--- src/rtl/qpu_mcu_measure_collect_pkg.sv ---
// qpu_mcu_measure_collect_pkg: shared sizing defaults and FSM state type for measurement collection.
package qpu_mcu_measure_collect_pkg;
    localparam int QPU_QUBIT_NUM = 4;
    localparam int TOUT_W_DEF = 16;
    typedef enum logic [1:0] {S_IDLE, S_COLLECT, S_COMMIT} state_t;
endpackage

--- src/rtl/qpu_mcu_measure_collect.sv ---
// qpu_mcu_measure_collect: gathers per-qubit readout results for one batch and commits them once, on completion or timeout.
module qpu_mcu_measure_collect
    import qpu_mcu_measure_collect_pkg::*;
#(
    parameter int QUBIT_NUM = QPU_QUBIT_NUM,
    parameter int TOUT_W = TOUT_W_DEF
) (
    input  logic                 clk,
    input  logic                 rst_n,
    input  logic                 meas_start_i,
    input  logic [QUBIT_NUM-1:0] meas_list_i,
    output logic                 meas_ready_o,
    input  logic [QUBIT_NUM-1:0] rd_valid_i,
    input  logic [QUBIT_NUM-1:0] rd_data_i,
    input  logic [TOUT_W-1:0]    tout_cfg_i,
    output logic                 mcu_measure_o_wen,
    output logic [QUBIT_NUM-1:0] mcu_measure_o_data,
    output logic [QUBIT_NUM-1:0] mcu_measure_o_list,
    output logic                 meas_tout_o,
    output logic                 busy_o
);
    state_t               state;
    logic [QUBIT_NUM-1:0] list_r, pend_r, data_r, hit, pend_nx, data_nx;
    logic [TOUT_W-1:0]    cnt_r;
    logic                 tout_hit;

    // Only still-pending qubits are captured, so the first result for a qubit wins.
    always_comb begin
        hit      = rd_valid_i & pend_r;
        pend_nx  = pend_r & ~hit;
        data_nx  = (data_r & ~hit) | (rd_data_i & hit);
        tout_hit = (tout_cfg_i != '0) && (cnt_r == tout_cfg_i - TOUT_W'(1));
    end

    always_ff @(posedge clk) begin
        if (!rst_n) begin
            state              <= S_IDLE;
            list_r             <= '0;
            pend_r             <= '0;
            data_r             <= '0;
            cnt_r              <= '0;
            meas_ready_o       <= 1'b1;
            busy_o             <= 1'b0;
            mcu_measure_o_wen  <= 1'b0;
            mcu_measure_o_data <= '0;
            mcu_measure_o_list <= '0;
            meas_tout_o        <= 1'b0;
        end else begin
            mcu_measure_o_wen <= 1'b0;
            meas_tout_o       <= 1'b0;
            case (state)
                S_IDLE: if (meas_start_i && |meas_list_i) begin
                    list_r       <= meas_list_i;
                    pend_r       <= meas_list_i;
                    data_r       <= '0;
                    cnt_r        <= '0;
                    meas_ready_o <= 1'b0;
                    busy_o       <= 1'b1;
                    state        <= S_COLLECT;
                end
                S_COLLECT: begin
                    pend_r <= pend_nx;
                    data_r <= data_nx;
                    cnt_r  <= &cnt_r ? cnt_r : cnt_r + TOUT_W'(1);
                    // Completion takes priority: a timeout is flagged only if qubits remain pending.
                    if (pend_nx == '0 || tout_hit) begin
                        state              <= S_COMMIT;
                        mcu_measure_o_wen  <= 1'b1;
                        mcu_measure_o_data <= data_nx;
                        mcu_measure_o_list <= list_r;
                        meas_tout_o        <= |pend_nx;
                    end
                end
                S_COMMIT: begin
                    state        <= S_IDLE;
                    meas_ready_o <= 1'b1;
                    busy_o       <= 1'b0;
                end
                default: state <= S_IDLE;
            endcase
        end
    end
endmodule

--- config.mk ---
export PLATFORM = sky130hd
export DESIGN_NAME = qpu_mcu_measure_collect
export DESIGN_NICKNAME = d
export VERILOG_FILES = /design/src/rtl/qpu_mcu_measure_collect_pkg.sv /design/src/rtl/qpu_mcu_measure_collect.sv
export SDC_FILE = /design/constraint.sdc
export NUM_CORES = 1
export LEC_CHECK = 0
export CAP_MARGIN = 20
export CORE_MARGIN = 5
export CORE_UTILIZATION = 57
export CTS_BUF_LIST = sky130_fd_sc_hd__clkbuf_16
export DETAILED_ROUTE_END_ITERATION = 10
export PLACE_DENSITY = 0.85
export SLEW_MARGIN = 5
export SYNTH_ARGS = -nofsm -noshare
export SYNTH_HDL_FRONTEND = slang
export SYNTH_SLANG_ARGS = --single-unit
--- constraint.sdc ---
create_clock -name clk -period 3.4 [get_ports clk]
set_input_delay 0.34 -clock clk [delete_from_list [all_inputs] [get_ports clk]]
set_output_delay 0.34 -clock clk [all_outputs]
set_load 0.01 [all_outputs]
# ---- Word-level counts from Yosys, hierarchy flattened
# Cells that the tools add are included.
dict set report classes {
  addsub 2
  mul 0
  div 0
  magnitude_cmp 0
  eq_ne 6
  n_shift 0
  n_mux 15
  n_bitwise 6
  n_reduce_logical 19
}
# cell n
set ops {}
lappend ops {{$mux W16} 2}
lappend ops {{$pmux W16 S2} 1}
lappend ops {{$add A16 B1 Y16 const B} 1}
lappend ops {{$and A4 B4 Y4} 4}
lappend ops {{$eq A16 B16 Y1} 1}
lappend ops {{$pmux W4 S2} 2}
lappend ops {{$reduce_and A16 Y1} 1}
lappend ops {{$reduce_bool A16 Y1} 1}
lappend ops {{$sub A16 B1 Y16 const B} 1}
lappend ops {{$reduce_and A2 Y1} 6}
lappend ops {{$mux W4} 2}
lappend ops {{$reduce_or A4 Y1} 2}
lappend ops {{$ne A2 B2 Y1 const B} 3}
lappend ops {{$reduce_and A3 Y1} 2}
lappend ops {{$logic_not A4 Y1} 1}
lappend ops {{$mux W2} 2}
lappend ops {{$not A4 Y4} 1}
lappend ops {{$or A4 B4 Y4} 1}
lappend ops {{$pmux W1 S2} 2}
lappend ops {{$pmux W2 S2} 1}
lappend ops {{$reduce_bool A2 Y1} 2}
lappend ops {{$mux W1} 3}
lappend ops {{$eq A2 B1 Y1 const B} 1}
lappend ops {{$eq A2 B2 Y1 const B} 1}
lappend ops {{3 further kinds} 4}
dict set report totals {
  register_bits 42
  latchBits 0
  mem_bits_rw 0
  rom_bits 0
  in_bits 31
  n_memories 0
}

# ---- Logic depth before layout (Yosys ltp)
dict set report logic_depth {
  word_depth 7
  ltp_mapped 9
  depth_no_buf 9
}

# ---- Worst setup path before layout
# OpenSTA, ideal clock, no wires.
dict set report synth_path {
  path_type {in2reg}
  start {input tout_cfg_i[3]}
  end {register mcu_measure_o_data[0]}
  setup_ns 0.130
  arrival_ns 2.190
  required_time_ns 3.270
  path_slack_ns 1.080
  path_stages 7
  path_cell_list {or4_1 > or3_1 > o31ai_2 > nand4_1 > nor4_4 > o21ai_4 > mux2i_1}
}
dict set report synth_between {
  elab_chain_len 5
  word_cells_on_any_way 6
  classes_between {add/sub: 1; eq/ne: 1; reduce/logical: 4}
}
# item line_no
set synth_lines {}
lappend synth_lines {{start, declared} qpu_mcu_measure_collect.sv:15} ;# input logic [TOUT_W-1:0] tout_cfg_i,
lappend synth_lines {{$sub A16 B1 Y16} qpu_mcu_measure_collect.sv:32} ;# tout_hit = (tout_cfg_i != '0) && (cnt_r == tout_cfg_i - TOUT_W'(1));
lappend synth_lines {{$eq A16 B16 Y1} qpu_mcu_measure_collect.sv:32}
lappend synth_lines {{$logic_and A1 B1 Y1 *} qpu_mcu_measure_collect.sv:32}
lappend synth_lines {{$logic_or A1 B1 Y1 *} qpu_mcu_measure_collect.sv:66} ;# if (pend_nx == '0 || tout_hit) begin
lappend synth_lines {{$reduce_and A2 Y1 (no source line) *} -}
lappend synth_lines {{end signal, assigned} qpu_mcu_measure_collect.sv:69} ;# mcu_measure_o_data <= data_nx;
lappend synth_lines {{end, declared} qpu_mcu_measure_collect.sv:17} ;# output logic [QUBIT_NUM-1:0] mcu_measure_o_data,
# Every way passes the cells marked *; elsewhere a longest branch is shown, timed or not.
# A chain may end at the register's enable or synchronous reset.

# ---- Final worst setup path
dict set report layout_path {
  start {input tout_cfg_i[3]}
  end {register meas_tout_o}
}
dict set report layout_between {
  elab_chain_len 5
  word_cells_on_any_way 6
  classes_between {add/sub: 1; eq/ne: 1; reduce/logical: 4}
}
# item line_no
set layout_lines {}
lappend layout_lines {{$sub A16 B1 Y16} qpu_mcu_measure_collect.sv:32}
lappend layout_lines {{$eq A16 B16 Y1} qpu_mcu_measure_collect.sv:32}
lappend layout_lines {{$logic_and A1 B1 Y1 *} qpu_mcu_measure_collect.sv:32}
lappend layout_lines {{$logic_or A1 B1 Y1 *} qpu_mcu_measure_collect.sv:66}
lappend layout_lines {{$reduce_and A3 Y1 (no source line) *} -}
lappend layout_lines {{end signal, assigned} qpu_mcu_measure_collect.sv:71} ;# meas_tout_o <= |pend_nx;
lappend layout_lines {{end, declared} qpu_mcu_measure_collect.sv:19} ;# output logic meas_tout_o,
# Marked as above.

==> flow_summary.yaml <==
run_status:
  status: "completed"
floorplanning:
  die_wd_um: 75.4
  fp.dieH_um: 75.4
  starting_density_of_the_core_pct: 59.7
  die_area_um2: 5690
  floorplan.core_area_um2: 4090
  io_pins: 43
  std_cell_rows: 23
job:
  drv.max_cap_violation_count: 0
drt:
  initial_drt_pass_iterations: 5
  post_drt_via_cell_ratio: 5.91
  number_of_nets_still_failing_antenna_checks_after_routing: 0
  routed-via-count: 2287
  routed_wirelength_um: 5970
  post_drt_wl_per_cell_um: 15.4
  drt_first_iter_violations: 196
  detail_route.drc_violations: 0
cts:
  tritoncts: "yes"
  path_clk_slew_ns: 0.06
  post_cts_resize_count: 0
  post_cts_buffers: 0
  htree_num_levels: 2
  cts.hold.buffers_added: 0
  clock_tree.buffer_depth: 2
  cts.sink_count: 42
  clock_latency_ns: 0.28
  clock_root_buffer_master: "sky130_fd_sc_hd__clkbuf_16"
  tritoncts.num_buffers: 5
place:
  count_of_input_and_output_buffers: 42
  gp_routability_congestion: 0.899
  detailed_placement_hpwl_um: 4550
  placed_area_um2: 2860
setup_path:
  cp_data_required_time_ns: 3.60
  critical_path.max_stage_delay_ns: 0.70
  critPathMaxFanout: 8
  worstPathArrival_ns: 3.10
  critPathLaunchType: "input port"
  cp_cell_sequence: "clkdlybuf4s50_1 > nor4_2 > and4b_1 > and3_1 > o21ai_0 > nand2b_1 > or4_1 > nor3_1"
  worstSetupPathType: "input port to flip-flop"
  setup.worst_path.end_class: "flip-flop"
  crit_slowest_cell: "sky130_fd_sc_hd__nor4_2"
global_route:
  antenna_found_initial: 0
  grt_start_max_net_pins: 21
  grt_first_pass_wirelength_um: 9740
  groute.usage.overall_pct: 22.2
  grt_remaining_overflow: 0
  first_global_vias: 2110
synthesis:
  synth_ff_type: "sky130_fd_sc_hd__dfxtp_1"
  synth.avg_cell_area_um2: 8.24
  ys_async_sr_fraction_pct: 0
  synth-edff-count: 0
  synth_seq_area_share_pct: 34.5
  synth.largest_area_cell: "sky130_fd_sc_hd__dfxtp_1"
  synth.net_count: 329
  synth_top_area_share_pct: 34.5
  netlist_instances: 296
  yosysMostFrequentCell: "sky130_fd_sc_hd__dfxtp_1"
  yosys-top-cells-area: "sky130_fd_sc_hd__dfxtp_1, sky130_fd_sc_hd__xnor2_1, sky130_fd_sc_hd__nand2_1"
  syn_area_um2: 2440
  synth_cell_types: 44
  ys_warn_count: 0
  ys_seq_elements: 42
  synth.cells.most_frequent: "sky130_fd_sc_hd__dfxtp_1, sky130_fd_sc_hd__nand2_1, sky130_fd_sc_hd__nor2_1"
sta:
  post-route-min-period_ns: 2.90
  final_hold_violating_endpoints: 0
  fmax_mhz: 345
  timing.slew.headroom_pct: 45.7
  setup_total_negative_slack_ns: 0
  final_max_slew_viol_count: 0
  report.final.setup_viol: 0
  grt_setup_unrepaired: "false"
  final.setup_skew_ns: 0.00537
  tightestPinTransition_ns: 0.814
  period_share_pct: 85.3
final_layout:
  post-route-cell-area_um2: 3000
  finalNetCount: 369
  share_of_post_route_cells_with_drive_strength_above_1_pct: 5.93
  areaGrowthSynthToFinish_pct: 23.1
  diodes: 0
power:
  clockPowerShare_pct: 40.0
  p_comb_share_pct: 15.0
  power_density_nw_per_um2: 383
  internal-power_uw: 857
  vdd_drop_max_v: 0.000281
  leakagePower_uw: 0.00108
  net-switching-power_uw: 294
  power_switching_share_pct: 25.6
  pwr-share-seq_pct: 45.0
  design_power_total_uw: 1150
hold_path:
  hold_path.class: "flip-flop to flip-flop"
-- cell usage in the layout (no fill, tap or decap), types with 6 or more instances in the layout --
cell type	instances
sky130_fd_sc_hd__dfxtp_1	42
sky130_fd_sc_hd__clkdlybuf4s50_1	42
sky130_fd_sc_hd__nand2_1	40
sky130_fd_sc_hd__nor2_1	32
sky130_fd_sc_hd__xnor2_1	22
sky130_fd_sc_hd__a21boi_0	18
sky130_fd_sc_hd__xor2_1	14
sky130_fd_sc_hd__o21ai_0	14
sky130_fd_sc_hd__nand3_1	11
sky130_fd_sc_hd__mux2i_1	10
sky130_fd_sc_hd__inv_1	9
sky130_fd_sc_hd__nand4_1	9
sky130_fd_sc_hd__a21oi_1	8
sky130_fd_sc_hd__nor3_1	7
sky130_fd_sc_hd__nor4_1	6
-- cells by family after synthesis --
family                     Yosys count  synth area share, %
and+or+nand+nor                    134                 28.1
AOI/OAI and AO/OA                   52                 14.7
DFF                                 42                 34.5
xor gates and xnor gates            36                 12.9
buffers and inverters               20                 4.72
muxes                               10                 4.10
adders and majority gates            2                 1.03
-- state kept, by name (all words and copies together), names as in the netlist --
register,count
mcu_measure_o_data,4
pend_r,4
mcu_measure_o_wen,1
cnt_r,16
busy_o,1
mcu_measure_o_list,4
meas_ready_o,1
data_r,4
meas_tout_o,1
state,2
list_r,4
-- worst paths after layout --
path / depth (start not counted) / slack (ns) / startpoint / to
min: 2 / 0.46 / mcu_measure_o_data[2] / mcu_measure_o_data[2]
max reg2reg: 8 / 0.68 / cnt_r[0] / cnt_r[15]
min reg2reg: 2 / 0.46 / mcu_measure_o_data[2] / mcu_measure_o_data[2]
max: 8 / 0.50 / tout_cfg_i[3] / meas_tout_o
-- critical path: cells and delay by family --
family	cells	cell delay, ns
compound gates	1	0.19
buf+inv	1	0.52
simple gates	6	2.03
-- stage by stage --
stage               hold WS [ns]  util [%]  setup slack (ns)  cells
floorplan                  0.435         -              1.08    296
global placement           0.446      70.0             0.373    379
detailed placement         0.456      70.0             0.316    379
CTS                        0.464      73.5             0.565    387
global route               0.487      73.5             0.298    387
finish                     0.461      73.5             0.499    387
-- power by group through the flow --
stage,clock network [uW],logic [uW],registers [uW]
after global placement,0,169,527
after global routing,487,189,519
after floorplan,0,97.2,527
after detailed placement,0,171,528
final,460,173,518
after CTS,466,172,517
-- per-layer routing --
layer	up-vias	track usage, %	routed length [um]	share of wire [%]
met5	-	0	0	0
met4	0	7.38	91	1.5
met3	9	3.96	440	7.4
met1	1079	30.5	2620	44
met2	76	35.2	2820	47
li1	1123	-	-	-
-- layout make-up --
| class | count | area [um2] |
|---|---|---|
| fillers | 327 | 1080 |
| clock inverters | 3 | 17.5 |
| well taps | 50 | 62.6 |
| repair buffers | 45 | 443 |
| inverters | 8 | 30.0 |
| flip-flops and latches | 42 | 841 |
| clock buffers | 5 | 125 |
| multi-input cells | 234 | 1480 |
Note: power is estimated with default switching activity, not from simulation.
